**config.mk**
```make
export PLATFORM = sky130hd
export DESIGN_NAME = polyphase_mac_seq_flat
export DESIGN_NICKNAME = d
export VERILOG_FILES = /design/src/rtl/polymac_pkg.sv /design/src/rtl/polyphase_mac_seq_if.sv /design/src/rtl/polymac_round_sat.sv /design/src/rtl/polyphase_mac_seq.sv /design/src/flat_wrapper.sv
export SDC_FILE = /design/constraint.sdc
export NUM_CORES = 1
export LEC_CHECK = 0
export ABC_AREA = 1
export CORE_MARGIN = 2
export CORE_UTILIZATION = 55
export DETAILED_ROUTE_END_ITERATION = 12
export HOLD_SLACK_MARGIN = 0.03
export PLACE_DENSITY = 0.73
export SLEW_MARGIN = 20
export SYNTH_ARGS = -nofsm -noshare
export SYNTH_HDL_FRONTEND = slang
export SYNTH_SLANG_ARGS = --single-unit
```
**constraint.sdc**
```tcl
create_clock -name sys_clk -period 3.6 [get_ports sys_clk]
set_input_delay 0.36 -clock sys_clk [delete_from_list [all_inputs] [get_ports sys_clk]]
set_output_delay 0.36 -clock sys_clk [all_outputs]
set_load 0.005 [all_outputs]
```
**src/rtl/polymac_pkg.sv**
```systemverilog
// Shared widths, FSM encoding and rounding constant for the polyphase MAC sequencer.
package polymac_pkg;

  localparam int DATA_W  = 16;
  localparam int COEF_W  = 16;
  localparam int TAPS    = 8;
  localparam int PHASES  = 3;
  localparam int ACC_W   = 40;
  localparam int OUT_W   = 16;
  localparam int SHIFT   = 15;

  localparam int TAP_W   = $clog2(TAPS);
  localparam int CADDR_W = $clog2(PHASES * TAPS) + 1;
  localparam int PROD_W  = DATA_W + COEF_W;

  // Half an output LSB, added before the arithmetic shift (round half up).
  localparam logic signed [ACC_W-1:0] RND_CONST =
    {{(ACC_W-SHIFT){1'b0}}, 1'b1, {(SHIFT-1){1'b0}}};

  localparam logic [2:0] ST_IDLE  = 3'd0;
  localparam logic [2:0] ST_FETCH = 3'd1;
  localparam logic [2:0] ST_DRAIN = 3'd2;
  localparam logic [2:0] ST_ROUND = 3'd3;
  localparam logic [2:0] ST_WRITE = 3'd4;

endpackage

```
**src/rtl/polyphase_mac_seq_if.sv**
```systemverilog
// Request, memory fetch and result signals between the sequencer and its neighbours.
interface polyphase_mac_seq_if;
  import polymac_pkg::*;

  logic                      start;
  logic [1:0]                phase;
  logic [TAP_W-1:0]          tap_idx;
  logic                      rd_en;
  logic signed [DATA_W-1:0]  sample_in;
  logic [CADDR_W-1:0]        coef_addr;
  logic signed [COEF_W-1:0]  coef_in;
  logic signed [OUT_W-1:0]   out_data;
  logic                      out_we;
  logic                      busy;
  logic                      sat_flag;

  modport master (
    output start, phase, sample_in, coef_in,
    input  tap_idx, rd_en, coef_addr, out_data, out_we, busy, sat_flag
  );

  modport slave (
    input  start, phase, sample_in, coef_in,
    output tap_idx, rd_en, coef_addr, out_data, out_we, busy, sat_flag
  );

endinterface

```
**src/rtl/polymac_round_sat.sv**
```systemverilog
// Registered round/shift/limit of the accumulator, loaded when en is high (1 cycle).
// POLYMAC_SAT_EN selects clamping with a sticky sat_flag; otherwise the result wraps.
module polymac_round_sat
  import polymac_pkg::*;
(
  input  logic                    sys_clk,
  input  logic                    reset,
  input  logic                    en,
  input  logic signed [ACC_W-1:0] acc,
  output logic signed [OUT_W-1:0] out_data,
  output logic                    sat_flag
);

  logic signed [ACC_W-1:0] rnd;
  logic signed [ACC_W-1:0] shf;
  logic signed [OUT_W-1:0] res;

  assign rnd = acc + RND_CONST;
  assign shf = rnd >>> SHIFT;

`ifdef POLYMAC_SAT_EN
  localparam logic signed [OUT_W-1:0] OUT_MAX = {1'b0, {(OUT_W-1){1'b1}}};
  localparam logic signed [OUT_W-1:0] OUT_MIN = {1'b1, {(OUT_W-1){1'b0}}};

  logic [ACC_W-OUT_W:0] hi;
  logic                 clamp;

  // In range only when every bit from the output sign bit upward agrees.
  assign hi = shf[ACC_W-1:OUT_W-1];

  always_comb begin
    clamp = !((&hi) || !(|hi));
    res   = shf[OUT_W-1:0];
    if (clamp) res = shf[ACC_W-1] ? OUT_MIN : OUT_MAX;
  end

  always_ff @(posedge sys_clk or posedge reset) begin
    if (reset)             sat_flag <= 1'b0;
    else if (en && clamp)  sat_flag <= 1'b1;
  end
`else
  logic unused_hi;

  assign unused_hi = ^shf[ACC_W-1:OUT_W];
  assign res       = shf[OUT_W-1:0];
  assign sat_flag  = 1'b0;
`endif

  always_ff @(posedge sys_clk or posedge reset) begin
    if (reset)   out_data <= '0;
    else if (en) out_data <= res;
  end

endmodule

```
**src/rtl/polyphase_mac_seq.sv**
```systemverilog
// Polyphase FIR MAC sequencer: one start -> TAPS fetches, out_we TAPS+4 cycles later.
// No backpressure; start is ignored while busy. POLYMAC_SAT_EN selects saturating output.
module polyphase_mac_seq
  import polymac_pkg::*;
(
  input  logic                sys_clk,
  input  logic                reset,
  polyphase_mac_seq_if.slave  bus
);

  logic [2:0]              state;
  logic [TAP_W-1:0]        tap_cnt;
  logic                    drain_cnt;
  logic [1:0]              phase_q;
  logic                    phase_ok;

  logic                    d1_vld;
  logic                    d1_first;
  logic                    p_vld;
  logic                    p_first;
  logic signed [PROD_W-1:0] prod;
  logic signed [ACC_W-1:0]  prod_ext;
  logic signed [ACC_W-1:0]  acc;

  logic signed [OUT_W-1:0] res_data;
  logic                    res_sat;

  always_ff @(posedge sys_clk or posedge reset) begin
    if (reset) begin
      state     <= ST_IDLE;
      tap_cnt   <= '0;
      drain_cnt <= 1'b0;
      phase_q   <= '0;
    end else begin
      case (state)
        ST_IDLE: begin
          if (bus.start) begin
            state   <= ST_FETCH;
            tap_cnt <= '0;
            phase_q <= bus.phase;
          end
        end
        ST_FETCH: begin
          tap_cnt <= tap_cnt + 1'b1;
          if (tap_cnt == TAP_W'(TAPS - 1)) begin
            state     <= ST_DRAIN;
            drain_cnt <= 1'b0;
          end
        end
        ST_DRAIN: begin
          drain_cnt <= 1'b1;
          if (drain_cnt) state <= ST_ROUND;
        end
        ST_ROUND: state <= ST_WRITE;
        ST_WRITE: state <= ST_IDLE;
        default:  state <= ST_IDLE;
      endcase
    end
  end

  assign phase_ok = (phase_q < 2'(PHASES));

  // TAPS is a power of two, so phase*TAPS+tap is a plain concatenation.
  assign bus.coef_addr = CADDR_W'({phase_q, tap_cnt});
  assign bus.tap_idx   = tap_cnt;
  assign bus.rd_en     = (state == ST_FETCH);
  assign bus.busy      = (state != ST_IDLE);
  assign bus.out_we    = (state == ST_WRITE);

  assign prod_ext = {{(ACC_W-PROD_W){prod[PROD_W-1]}}, prod};

  // Memory read data lands one cycle after rd_en, the product one cycle after that.
  always_ff @(posedge sys_clk or posedge reset) begin
    if (reset) begin
      d1_vld   <= 1'b0;
      d1_first <= 1'b0;
      p_vld    <= 1'b0;
      p_first  <= 1'b0;
      prod     <= '0;
      acc      <= '0;
    end else begin
      d1_vld   <= bus.rd_en;
      d1_first <= bus.rd_en && (tap_cnt == '0);
      p_vld    <= d1_vld;
      p_first  <= d1_first;
      if (d1_vld)
        prod <= phase_ok ? PROD_W'(bus.sample_in) * PROD_W'(bus.coef_in) : '0;
      if (p_vld)
        acc <= p_first ? prod_ext : acc + prod_ext;
    end
  end

  polymac_round_sat u_round_sat (
    .sys_clk  (sys_clk),
    .reset    (reset),
    .en       (state == ST_ROUND),
    .acc      (acc),
    .out_data (res_data),
    .sat_flag (res_sat)
  );

  assign bus.out_data = res_data;
  assign bus.sat_flag = res_sat;

endmodule

```
**src/flat_wrapper.sv**
```systemverilog
// flat-port wrapper written by rule: the top's interface ports become plain ports
module polyphase_mac_seq_flat import polymac_pkg::*;
  (sys_clk, reset, bus_start, bus_phase, bus_sample_in, bus_coef_in, bus_tap_idx, bus_rd_en, bus_coef_addr, bus_out_data, bus_out_we, bus_busy, bus_sat_flag);
  polyphase_mac_seq_if bus_i ();
  input  logic sys_clk;
  input  logic reset;
  input wire logic [$bits(bus_i.start)-1:0] bus_start;
  input wire logic [$bits(bus_i.phase)-1:0] bus_phase;
  input wire logic [$bits(bus_i.sample_in)-1:0] bus_sample_in;
  input wire logic [$bits(bus_i.coef_in)-1:0] bus_coef_in;
  output wire logic [$bits(bus_i.tap_idx)-1:0] bus_tap_idx;
  output wire logic [$bits(bus_i.rd_en)-1:0] bus_rd_en;
  output wire logic [$bits(bus_i.coef_addr)-1:0] bus_coef_addr;
  output wire logic [$bits(bus_i.out_data)-1:0] bus_out_data;
  output wire logic [$bits(bus_i.out_we)-1:0] bus_out_we;
  output wire logic [$bits(bus_i.busy)-1:0] bus_busy;
  output wire logic [$bits(bus_i.sat_flag)-1:0] bus_sat_flag;
  assign bus_i.start = bus_start;
  assign bus_i.phase = bus_phase;
  assign bus_i.sample_in = bus_sample_in;
  assign bus_i.coef_in = bus_coef_in;
  assign bus_tap_idx = bus_i.tap_idx;
  assign bus_rd_en = bus_i.rd_en;
  assign bus_coef_addr = bus_i.coef_addr;
  assign bus_out_data = bus_i.out_data;
  assign bus_out_we = bus_i.out_we;
  assign bus_busy = bus_i.busy;
  assign bus_sat_flag = bus_i.sat_flag;
  polyphase_mac_seq u_core (.sys_clk(sys_clk), .reset(reset), .bus(bus_i));
endmodule
```
==> results.yml <==
status:
  run_status: "finished, violations left"
  violated_checks: "negative setup slack"
placed_design:
  hpwl_um: 38300
  place.port_buffers: 63
  gp_congestion: 0.967
  dp_slack_ps: -2390
layout:
  layout-drive-gt1-share_pct: 29.5
  final_cell_mix: "sky130_fd_sc_hd__nand2_1 (503), sky130_fd_sc_hd__inv_1 (452), sky130_fd_sc_hd__fa_1 (230)"
  antenna-diode-count: 0
  flow.area_growth_from_synthesis_pct: 32.9
  layout.cells.most_common: "sky130_fd_sc_hd__nand2_1"
  net_total_in_the_final_layout: 2937
synthesis:
  yosys_register_bits: 91
  synth.yosys.warnings: 0
  edff_count_synth: 0
  synth-async-reset-ratio_pct: 100
  synth_cell_types: 50
  netlist_area_before_placement_mm2: 0.0165
  yosys_most_used_dff: "sky130_fd_sc_hd__dfrtp_1"
  yosysSeqAreaShare_pct: 13.8
  synth_simple_gate_area_share_pct: 22.7
  synthesized_instance_count: 2264
  synth_compound_gate_area_share_pct: 7.37
  synthXorXnorAreaFrac_pct: 1.43
  synth.mux.area_fraction_pct: 0.136
  synth_area_per_cell_um2: 7.30
  dominant_combinational_cell_family_by_area_after_synthesis: "adder cells"
  synth-adder-area-share_pct: 39.7
cts:
  tritoncts: "done"
  cts.sinks: 91
  cts_inserted_buffers: 9
  ctsHtreeMaxLevel: 3
  root_buffer: "sky130_fd_sc_hd__clkbuf_16"
  insertion_delay_ps: 360
  clockBufferDepth: 2
  clk_pin_slew_ps: 70
timing:
  timing.hold.ws_ps: 371
  timing.final.crit_period_ps: 5110
  hold_viol: 0
  rsz0062_at_grt: "yes"
  worst_slack_ps: -1510
  period_share_pct: 142
  timing.final.max_slew_violations: 0
  skew_ps: 16.5
  worst-slew-pin-transition_ps: 869
  slew_headroom_pct: 42.0
  report.final.setup_viol: 24
  clock.fmax_ghz: 0.196
worst_setup_path:
  worstReg2RegEnd: "u_core.acc[14]"
  reg2regPathDepth: 11
  critical_path_arrival_ps: 5360
  reg2reg_setup_slack_ps: 1270
  timing.setup.critical_path_class: "input pin to flop"
  cp-end-kind: "flop"
  worstReg2RegStart: "u_core.prod[0]"
  crit_path_max_fanout: 6
  timing.critical_path.from_type: "input pin"
  cp.required_ps: 3850
routing:
  drt_first_pass_iters: 7
  route.detailed.vias_per_inst: 5.40
  routed_wire_length_per_instance_um: 17.7
  vias: 15800
  drcViolationCount: 0
  final_antenna_net_count: 0
  drt_iter0_drc: 1107
  finalWirelength_um: 51700
grt:
  overall_track_demand_over_capacity_in_global_routing_pct: 32.3
  met2_usage_pct: 58.0
  grt.met3_usage_pct: 4.67
  grt-ovfl-total: 0
  global_route.usage.met1_pct: 38.9
  grt_first_pass_wirelength_um: 80700
  initial_antenna_violation_count: 0
  globalRoute.busiestLayer: "met2"
  grt_max_degree: 92
  first_global_vias: 16500
floorplanning:
  dieArea_mm2: 0.0315
  initial_utilization_pct: 55.8
  fp.dieW_um: 177
  area_of_the_core_mm2: 0.0296
  vert_die_dim_um: 177
  placement_rows: 63
  top_level_ports: 66
min_path:
  hold_path_class: "flop to flop"
  hold_depth: 0
  min_delay_worst_endpoint: "u_core.p_first"
  worst_hold_startpoint: "u_core.d1_first"
flow_run:
  drv_cap: 0
==> cells by family after synthesis <==
logic type,after synthesis
compound gates,223
xor+xnor,27
fa+ha+maj,371
buf+inv,638
flops,91
mux,2
other cells,1
simple gates,911
==> cell usage after synthesis, types with 6 or more instances <==
library cell                 n  share of area (%)
sky130_fd_sc_hd__nand2_1   616                 14
sky130_fd_sc_hd__nor3_1     12               0.36
sky130_fd_sc_hd__nor2_2      8               0.30
sky130_fd_sc_hd__nand4_1    19               0.72
sky130_fd_sc_hd__clkbuf_1   69                1.6
sky130_fd_sc_hd__nor2_1    138                3.1
sky130_fd_sc_hd__nand3_1    74                2.2
sky130_fd_sc_hd__o21ai_1    12               0.36
sky130_fd_sc_hd__xnor2_1    10               0.53
sky130_fd_sc_hd__o21bai_1   12               0.54
sky130_fd_sc_hd__or2_2       7               0.26
sky130_fd_sc_hd__fa_1      257                 31
sky130_fd_sc_hd__a21o_1      6               0.27
sky130_fd_sc_hd__o21ai_0    79                2.4
sky130_fd_sc_hd__a21oi_1    91                2.8
sky130_fd_sc_hd__dfrtp_1    91                 14
sky130_fd_sc_hd__xor2_1     17               0.90
sky130_fd_sc_hd__ha_1      114                8.6
sky130_fd_sc_hd__inv_1     553                 13
sky130_fd_sc_hd__nor3_2      6               0.36
sky130_fd_sc_hd__nand2_2    13               0.49
==> metrics by stage <==
stage	cells	area (µm²)	TNS [ps]	util (%)
after floorplan	2265	17500	-29960	-
after CTS	2901	21200	-29530	71.4
after global placement	2819	19400	-50430	65.3
after global routing	2924	22000	-33790	74.1
final	2924	22000	-30490	74.1
after detailed placement	2819	19400	-52080	65.3
==> layer usage <==
layer,vias to the layer above,part of all wire (%)
met4,0,5.0
li1,7258,-
met2,573,51
met3,207,5.4
met1,7742,38
met5,-,0
==> what timing repair did <==
| item | CTS | global route |
|---|---|---|
| gates cloned | 2 | 0 |
| gates resized for setup | 439 | 220 |
| hold buffers | 0 | 0 |
| pin swaps | 218 | 167 |
| setup endpoints to repair | 26 | 25 |
| buffers inserted | 64 | 34 |
==> sequential cells by signal (all words and copies together), names as in the netlist <==
| signal | flops |
|---|---|
| u_core.phase_q | 2 |
| u_core.prod | 31 |
| u_core.bus.tap_idx | 3 |
| u_core.acc | 31 |
| u_core.state | 3 |
| u_core.drain_cnt | 1 |
| u_core.d1_first | 1 |
| u_core.p_first | 1 |
| u_core.d1_vld | 1 |
| u_core.u_round_sat.out_data | 16 |
| u_core.p_vld | 1 |
==> area by class of cell <==
cell class	count	area [µm²]
Inverter	556	2120
Sequential cell	91	2280
Timing Repair Buffer	335	3250
Clock buffer	9	225
Multi-Input combinational cell	1536	13500
Fill cell	2043	7660
Clock inverter	7	81.3
Tap cell	390	488
==> worst max-delay path by stage <==
stage	start	end	cells after the start
final	bus_sample_in[15]	u_core.prod[27]	22
after global routing	bus_sample_in[15]	u_core.prod[28]	23
after CTS	bus_sample_in[15]	u_core.prod[26]	23
after detailed placement	bus_sample_in[13]	u_core.prod[22]	26
after global placement	bus_sample_in[13]	u_core.prod[20]	26
after floorplan	bus_coef_in[3]	u_core.prod[30]	24
==> worst max-delay path, cell delays in order <==
cell,delay [ps]
sky130_fd_sc_hd__buf_12,120
sky130_fd_sc_hd__nand2_4,60
sky130_fd_sc_hd__inv_2,50
sky130_fd_sc_hd__fa_2,610
sky130_fd_sc_hd__inv_2,50
sky130_fd_sc_hd__fa_2,580
sky130_fd_sc_hd__clkinv_4,100
sky130_fd_sc_hd__buf_6,140
sky130_fd_sc_hd__buf_4,130
sky130_fd_sc_hd__fa_1,470
sky130_fd_sc_hd__fa_1,590
sky130_fd_sc_hd__fa_1,440
sky130_fd_sc_hd__fa_1,490
sky130_fd_sc_hd__ha_4,340
sky130_fd_sc_hd__buf_6,100
sky130_fd_sc_hd__nand2_2,100
sky130_fd_sc_hd__nor3_4,220
sky130_fd_sc_hd__nand3_1,120
sky130_fd_sc_hd__nand3_2,110
sky130_fd_sc_hd__nand2_1,60
sky130_fd_sc_hd__nand2_1,50
sky130_fd_sc_hd__o22ai_1,60
Power is left out: the tool's default activity adds up to more than one toggle a clock period on the data nets, which glitch-free logic cannot reach.
